--- config.mk ---
export PLATFORM = sky130hd
export DESIGN_NAME = reg_file_wr_arbiter
export DESIGN_NICKNAME = d
export VERILOG_FILES = /design/src/rtl/reg_file_wr_arbiter.sv
export SDC_FILE = /design/constraint.sdc
export NUM_CORES = 1
export LEC_CHECK = 0
export CORE_AREA = 2 2 112 114
export CTS_BUF_LIST = sky130_fd_sc_hd__clkbuf_2 sky130_fd_sc_hd__clkbuf_4 sky130_fd_sc_hd__clkbuf_8
export CTS_CLUSTER_DIAMETER = 30
export CTS_CLUSTER_SIZE = 25
export DETAILED_ROUTE_END_ITERATION = 16
export DIE_AREA = 0 0 114 116
export GPL_ROUTABILITY_DRIVEN = 0
export HOLD_SLACK_MARGIN = 0.03
export MAX_ROUTING_LAYER = met4
export PLACE_DENSITY_LB_ADDON = 0.3
export SYNTH_ARGS = -nofsm -noshare
export SYNTH_HDL_FRONTEND = slang
export SYNTH_SLANG_ARGS = --single-unit
--- constraint.sdc ---
create_clock -name clk -period 2.9 [get_ports clk]
set_clock_uncertainty 0.1 [all_clocks]
set_input_delay 0.58 -clock clk [delete_from_list [all_inputs] [get_ports clk]]
set_output_delay 0.58 -clock clk [all_outputs]
set_load 0.01 [all_outputs]
--- src/rtl/reg_file_wr_arbiter.sv ---
// -----------------------------------------------------------------------------
// reg_file_wr_arbiter
//
// Shares the single register-file write port among NumReq writeback
// requesters using round-robin arbitration. The accepted write is registered
// onto the rf_write_* outputs one cycle after the handshake. A clear sequencer
// sweeps zeros into every register on request, giving a soft re-init without
// asserting rst.
//
// Ports:
//   clk            clock, rising edge
//   rst            asynchronous reset, active-high
//   req_valid      per-requester write request
//   req_addr       packed addresses, requester i at [i*IndexWidth +: IndexWidth]
//   req_data       packed data, requester i at [i*DataWidth +: DataWidth]
//   req_ready      one-hot grant (combinational)
//   clear_req      start zero-sweep of all registers
//   clear_busy     high while the sweep is in progress
//   clear_done     one-cycle pulse alongside the final sweep write
//   rf_write_en    register file writeEn (registered)
//   rf_write_addr  register file writeAddr (registered)
//   rf_write_data  register file writeData (registered)
//   grant_id       requester owning the current rf write (registered)
//
// Build option:
//   ZERO_REG_PROTECT_EN  when defined, requests to address 0 still handshake
//                        and advance the round-robin pointer, but the write is
//                        discarded (rf_write_en stays 0). The clear sweep still
//                        writes register 0.
// -----------------------------------------------------------------------------
module reg_file_wr_arbiter #(
   parameter int DataWidth  = 64,
   parameter int NumRegs    = 32,
   parameter int IndexWidth = $clog2(NumRegs),
   parameter int NumReq     = 3,
   parameter int GntWidth   = (NumReq > 1) ? $clog2(NumReq) : 1
) (
   input  logic                           clk,
   input  logic                           rst,
   input  logic [NumReq-1:0]              req_valid,
   input  logic [NumReq*IndexWidth-1:0]   req_addr,
   input  logic [NumReq*DataWidth-1:0]    req_data,
   output logic [NumReq-1:0]              req_ready,
   input  logic                           clear_req,
   output logic                           clear_busy,
   output logic                           clear_done,
   output logic                           rf_write_en,
   output logic [IndexWidth-1:0]          rf_write_addr,
   output logic [DataWidth-1:0]           rf_write_data,
   output logic [GntWidth-1:0]            grant_id
);

   typedef enum logic {IDLE, CLEAR} state_t;

   localparam logic [IndexWidth-1:0] LastIdx = IndexWidth'(NumRegs - 1);

   state_t                  state_q, state_d;
   logic [GntWidth-1:0]     rr_ptr, rr_ptr_d;
   logic [IndexWidth-1:0]   clr_idx, clr_idx_d;

   logic                    gnt_found;
   logic [GntWidth-1:0]     gnt_idx;
   logic [GntWidth-1:0]     cand;
   int                      cand_sum;

   logic                    wr_en_d;
   logic [IndexWidth-1:0]   wr_addr_d;
   logic [DataWidth-1:0]    wr_data_d;
   logic [GntWidth-1:0]     grant_d;
   logic                    done_d;
   logic [IndexWidth-1:0]   sel_addr;
   logic [DataWidth-1:0]    sel_data;

   // Round-robin scan starting at rr_ptr; only active in IDLE with no clear
   // pending, so a simultaneous clear_req suppresses every ready bit.
   always_comb begin
      gnt_found = 1'b0;
      gnt_idx   = '0;
      cand      = '0;
      cand_sum  = 0;
      req_ready = '0;
      if (state_q == IDLE && !clear_req) begin
         for (int off = 0; off < NumReq; off++) begin
            cand_sum = int'(rr_ptr) + off;
            if (cand_sum >= NumReq) cand_sum = cand_sum - NumReq;
            cand = GntWidth'(cand_sum);
            if (!gnt_found && req_valid[cand]) begin
               gnt_found = 1'b1;
               gnt_idx   = cand;
            end
         end
         if (gnt_found) req_ready[gnt_idx] = 1'b1;
      end
   end

   assign sel_addr = req_addr[int'(gnt_idx)*IndexWidth +: IndexWidth];
   assign sel_data = req_data[int'(gnt_idx)*DataWidth +: DataWidth];

   // Next-state and next-output logic; addr/data hold unless a write is issued.
   always_comb begin
      state_d    = state_q;
      rr_ptr_d   = rr_ptr;
      clr_idx_d  = clr_idx;
      wr_en_d    = 1'b0;
      wr_addr_d  = rf_write_addr;
      wr_data_d  = rf_write_data;
      grant_d    = grant_id;
      done_d     = 1'b0;
      clear_busy = (state_q == CLEAR);
      case (state_q)
         IDLE: begin
            if (clear_req) begin
               state_d   = CLEAR;
               clr_idx_d = '0;
            end else if (gnt_found) begin
`ifdef ZERO_REG_PROTECT_EN
               // Write to register 0 is swallowed; addr/data still load but
               // are harmless with the enable low.
               wr_en_d = (sel_addr != '0);
`else
               wr_en_d = 1'b1;
`endif
               wr_addr_d = sel_addr;
               wr_data_d = sel_data;
               grant_d   = gnt_idx;
               if (int'(gnt_idx) == NumReq - 1) rr_ptr_d = '0;
               else                             rr_ptr_d = gnt_idx + 1'b1;
            end
         end
         CLEAR: begin
            wr_en_d   = 1'b1;
            wr_addr_d = clr_idx;
            wr_data_d = '0;
            grant_d   = '0;
            // Terminal compare against NumRegs-1 so non-power-of-two sizes stop
            // at the last real register.
            if (clr_idx == LastIdx) begin
               state_d   = IDLE;
               clr_idx_d = '0;
               done_d    = 1'b1;
            end else begin
               clr_idx_d = clr_idx + 1'b1;
            end
         end
         default: state_d = IDLE;
      endcase
   end

   always_ff @(posedge clk or posedge rst) begin
      if (rst) begin
         state_q       <= IDLE;
         rr_ptr        <= '0;
         clr_idx       <= '0;
         rf_write_en   <= 1'b0;
         rf_write_addr <= '0;
         rf_write_data <= '0;
         grant_id      <= '0;
         clear_done    <= 1'b0;
      end else begin
         state_q       <= state_d;
         rr_ptr        <= rr_ptr_d;
         clr_idx       <= clr_idx_d;
         rf_write_en   <= wr_en_d;
         rf_write_addr <= wr_addr_d;
         rf_write_data <= wr_data_d;
         grant_id      <= grant_d;
         clear_done    <= done_d;
      end
   end

endmodule

==> flow_summary_export.csv, run 1 <==
group,metric,value,unit
die,core_area,11900,µm²
die,start_util,36.5,%
sta,setup_violations,2,
die,ios,290,
drt,drt_pass1_iterations,5,
setup_path,cp_cell_sequence,"clkdlybuf4s50_1 > buf_4 > nand3b_1 > o31ai_4 > o221ai_2 > nand4_1 > nor2b_1 > buf_2",
sta,relSlewSlack,63.8,%
yosys,syn_area_per_cell,10.6,µm²
layout,fill_cells,965,
clock_tree,cts_hold_buffers,0,
worst_hold_path,hold_path_depth,1,
drt,dr.first_iter.drc_count,240,
die,num_rows,40,
sta,fin_ws,-0.0674,ns
global_routing,grt_pass1_vias,4692,
drt,post_drt_via_cell_ratio,5.32,
setup_path,path_max_fanout,3,
placement,dp_hpwl,12.7,mm
power,p_leak,3.12,nW
setup_path,worstSetupStartpoint,"req_valid[2]",
yosys,yosysWarnings,0,
setup_path,rr_worst_depth,11,
placement,port_buffers,289,
layout,area_growth,83.5,%
global_routing,grt.overflow.total,0,
setup_path,startpoint_type,"input pin",
setup_path,crit_slowest_cell,"clkdlybuf4s50_1",
die,die_w,114,µm
yosys,synth_fp_nets,628,
layout,drive_gt1_share,12.0,%
placement,dp_cells,850,
die,die_h,116,µm
clock_tree,cts_tree,"built",
die,dieArea,13200,µm²
drt,routed_wl,16.9,mm
global_routing,antenna_found_initial,0,
yosys,synth-seq-area-share,46.7,%
layout,fin_util,66.9,%
global_routing,grt_use_total,25.4,%
setup_path,critPathArrivalTime,2.29,ns
drt,ant_nets,0,
flow_run,drv_cap,0,
setup_path,path_depth,8,
yosys,synth_edf_count,0,
setup_path,cpPeakStageDelay,0.44,ns
yosys,ys_seq_elements,81,
sta,tightest_slew,0.543,ns
run_status,status,"complete, but fails checks",
yosys,ys_types,39,
clock_tree,insertion_delay,0.34,ns
drt,drc,0,
yosys,synth-main-ff-cell,"dfrtp_1",
yosys,syn_area,4340,µm²
drt,drt-wirelength-per-cell,19.4,µm
clock_tree,root_buffer,"clkbuf_8",
global_routing,grt_pass1_wl,25.0,mm
sta,grt_setup_unrepaired,"true",
setup_path,critPathBufInv,3,
setup_path,rr_startpoint,"rr_ptr[1]$_DFFE_PP0P_",
layout,seqCellArea,2030,µm²
setup_path,crit_path_end_kind,"output pin",
power,power.density,512,nW/µm²
power,power.total,0.00408,W
clock_tree,clk_pin_slew,0.07,ns
setup_path,ff2ff_setup_slack,0.08,ns
sta,period_needed,2.97,ns
sta,slew_viol_final,0,
clock_tree,clock-sinks,81,
layout,final_cells,874,
global_routing,grt_start_max_net_pins,82,
setup_path,crit_type,"input pin to output pin",
run_status,violations,"negative setup slack",
clock_tree,cts_buffers,9,
sta,finalCritPeriodShare,102,%
yosys,synthArstFlopShare,100,%
worst_hold_path,hold_path_class,"flip-flop to flip-flop",
layout,finalNetCount,941,
sta,clock.fmax,0.337,GHz
setup_path,cp_top_family,"buffers and inverters",
clock_tree,cts_buffer_depth,2,
layout,multiInputGateArea,2190,µm²
worst_hold_path,hp-start,"grant_id[0]$_DFFE_PP0P_",
power,ir_worst_vdd,0.490,mV
drt,vias,4648,
setup_path,cp.required,2.22,ns
sta,hold_violations,0,
yosys,synth_cells,409,
clock_tree,htreeDepth,3,
worst_hold_path,min_to,"grant_id[0]$_DFFE_PP0P_",
layout,diodes,0,
setup_path,rr_endpoint,"rf_write_data[35]$_DFFE_PP0P_",
-- through the flow --
| stage | hold slack [ns] | TNS [ns] | setup slack [ns] | instance area (µm²) |
|---|---|---|---|---|
| after detailed placement | 0.370 | -21.36 | -0.435 | 7620 |
| after floorplan | 0.360 | 0 | 0.140 | 4340 |
| final | 0.383 | -0.0705 | -0.0674 | 7970 |
| after CTS | 0.387 | -0.0118 | -0.0118 | 7930 |
| after global placement | 0.362 | -10.98 | -0.365 | 7620 |
| after global routing | 0.399 | -0.226 | -0.124 | 7970 |
-- Yosys cell counts (4+ instances only) --
| cell type | instances | area share, % |
|---|---|---|
| a21oi_1 | 9 | 1.0 |
| a22oi_1 | 64 | 11 |
| a31oi_1 | 8 | 1.2 |
| buf_2 | 16 | 1.8 |
| buf_4 | 10 | 1.7 |
| dfrtp_1 | 81 | 47 |
| ha_1 | 6 | 1.7 |
| inv_1 | 6 | 0.52 |
| mux2i_1 | 70 | 16 |
| nand2_1 | 14 | 1.2 |
| nor2_1 | 5 | 0.43 |
| o21ai_0 | 9 | 1.0 |
| o21ai_1 | 66 | 7.6 |
| o22ai_1 | 4 | 0.58 |
-- worst max path at each step --
stage / to / slack [ns]
after floorplan: clear_busy$_DFF_PP0_ / 0.14
after global placement: req_ready[1] / -0.36
after detailed placement: req_ready[2] / -0.44
after CTS: req_ready[0] / -0.01
after global routing: req_ready[0] / -0.12
final: req_ready[0] / -0.07
-- logic make-up (layout without fill, tap and decap cells) --
group	after synthesis	count (layout)	synth area share (%)
compound gates	173	173	25.1
fa+ha+maj	6	6	1.73
buf+inv	40	358	5.33
flops	81	81	46.7
mux	71	71	16.4
simple gates	38	38	4.81
-- final cells by class --
type / instances / share of cell area, %
Sequential cell: 81 / 25.4
Timing Repair Buffer: 335 / 41.7
Tap cell: 147 / 2.31
Clock buffer: 13 / 1.93
Clock inverter: 3 / 0.816
Multi-Input combinational cell: 288 / 27.4
Inverter: 7 / 0.345
-- cell usage in the layout, fill, tap and decap left out, drive strengths merged, types with 3 or more instances in the layout --
cell type,synthesis,final
clkdlybuf4s50,0,284
o21ai,75,75
mux2i,70,70
inv,7,6
a31oi,8,8
a22oi,64,64
nor2b,3,3
clkbuf,4,14
nand2,14,14
nor2,5,5
nand2b,3,3
nand3b,3,3
ha,6,6
o22ai,4,4
a21oi,11,11
dfrtp,81,81
buf,29,48
and2,3,3
-- state kept, by name (all words and copies together) (netlist names) --
name           flops
rf_write_en        1
rf_write_addr      5
grant_id           2
rr_ptr             2
clear_done         1
clear_busy         1
clr_idx            5
rf_write_data     64
-- layer usage --
layer	up-vias	track usage, %	share of wire (%)
met5	-	-	0
met4	0	12.7	3.8
met3	42	5.02	7.1
met2	225	43.1	51
met1	2198	28.8	38
li1	2183	-	-
-- what timing repair did --
item / 4_1_cts / 5_1_grt
resized for setup: 24 / 11
pin swaps: 6 / 6
setup endpoints to repair: 66 / 68
setup buffers: 6 / 2
-- report_power, final --
| group | total [W] | internal (W) | switching, W | leakage (nW) |
|---|---|---|---|---|
| combinational | 0.00181 | 0.00102 | 0.000787 | 1.91 |
| sequential | 0.00136 | 0.00125 | 0.000107 | 1.10 |
| clock | 0.000911 | 0.000523 | 0.000388 | 0.115 |
Power figures use the tool's default switching activity.
==> run 2, diff against run 1 <==
--- a/config.mk
+++ b/config.mk
@@ -5,9 +5,10 @@
 export SDC_FILE = /design/constraint.sdc
 export NUM_CORES = 1
 export LEC_CHECK = 0
+export CAP_MARGIN = 20
 export CORE_AREA = 2 2 112 114
 export CTS_BUF_LIST = sky130_fd_sc_hd__clkbuf_2 sky130_fd_sc_hd__clkbuf_4 sky130_fd_sc_hd__clkbuf_8
-export CTS_CLUSTER_DIAMETER = 30
+export CTS_CLUSTER_DIAMETER = 50
 export CTS_CLUSTER_SIZE = 25
 export DETAILED_ROUTE_END_ITERATION = 16
 export DIE_AREA = 0 0 114 116
==> results of run 2 <==
The final DEF is identical to that of run 1; final timing and power are the same.
==> run 3, diff against run 2 <==
--- a/config.mk
+++ b/config.mk
@@ -8,7 +8,6 @@
 export CAP_MARGIN = 20
 export CORE_AREA = 2 2 112 114
 export CTS_BUF_LIST = sky130_fd_sc_hd__clkbuf_2 sky130_fd_sc_hd__clkbuf_4 sky130_fd_sc_hd__clkbuf_8
-export CTS_CLUSTER_DIAMETER = 50
 export CTS_CLUSTER_SIZE = 25
 export DETAILED_ROUTE_END_ITERATION = 16
 export DIE_AREA = 0 0 114 116
==> results of run 3 <==
The final DEF is identical to that of run 1; final timing and power are the same.
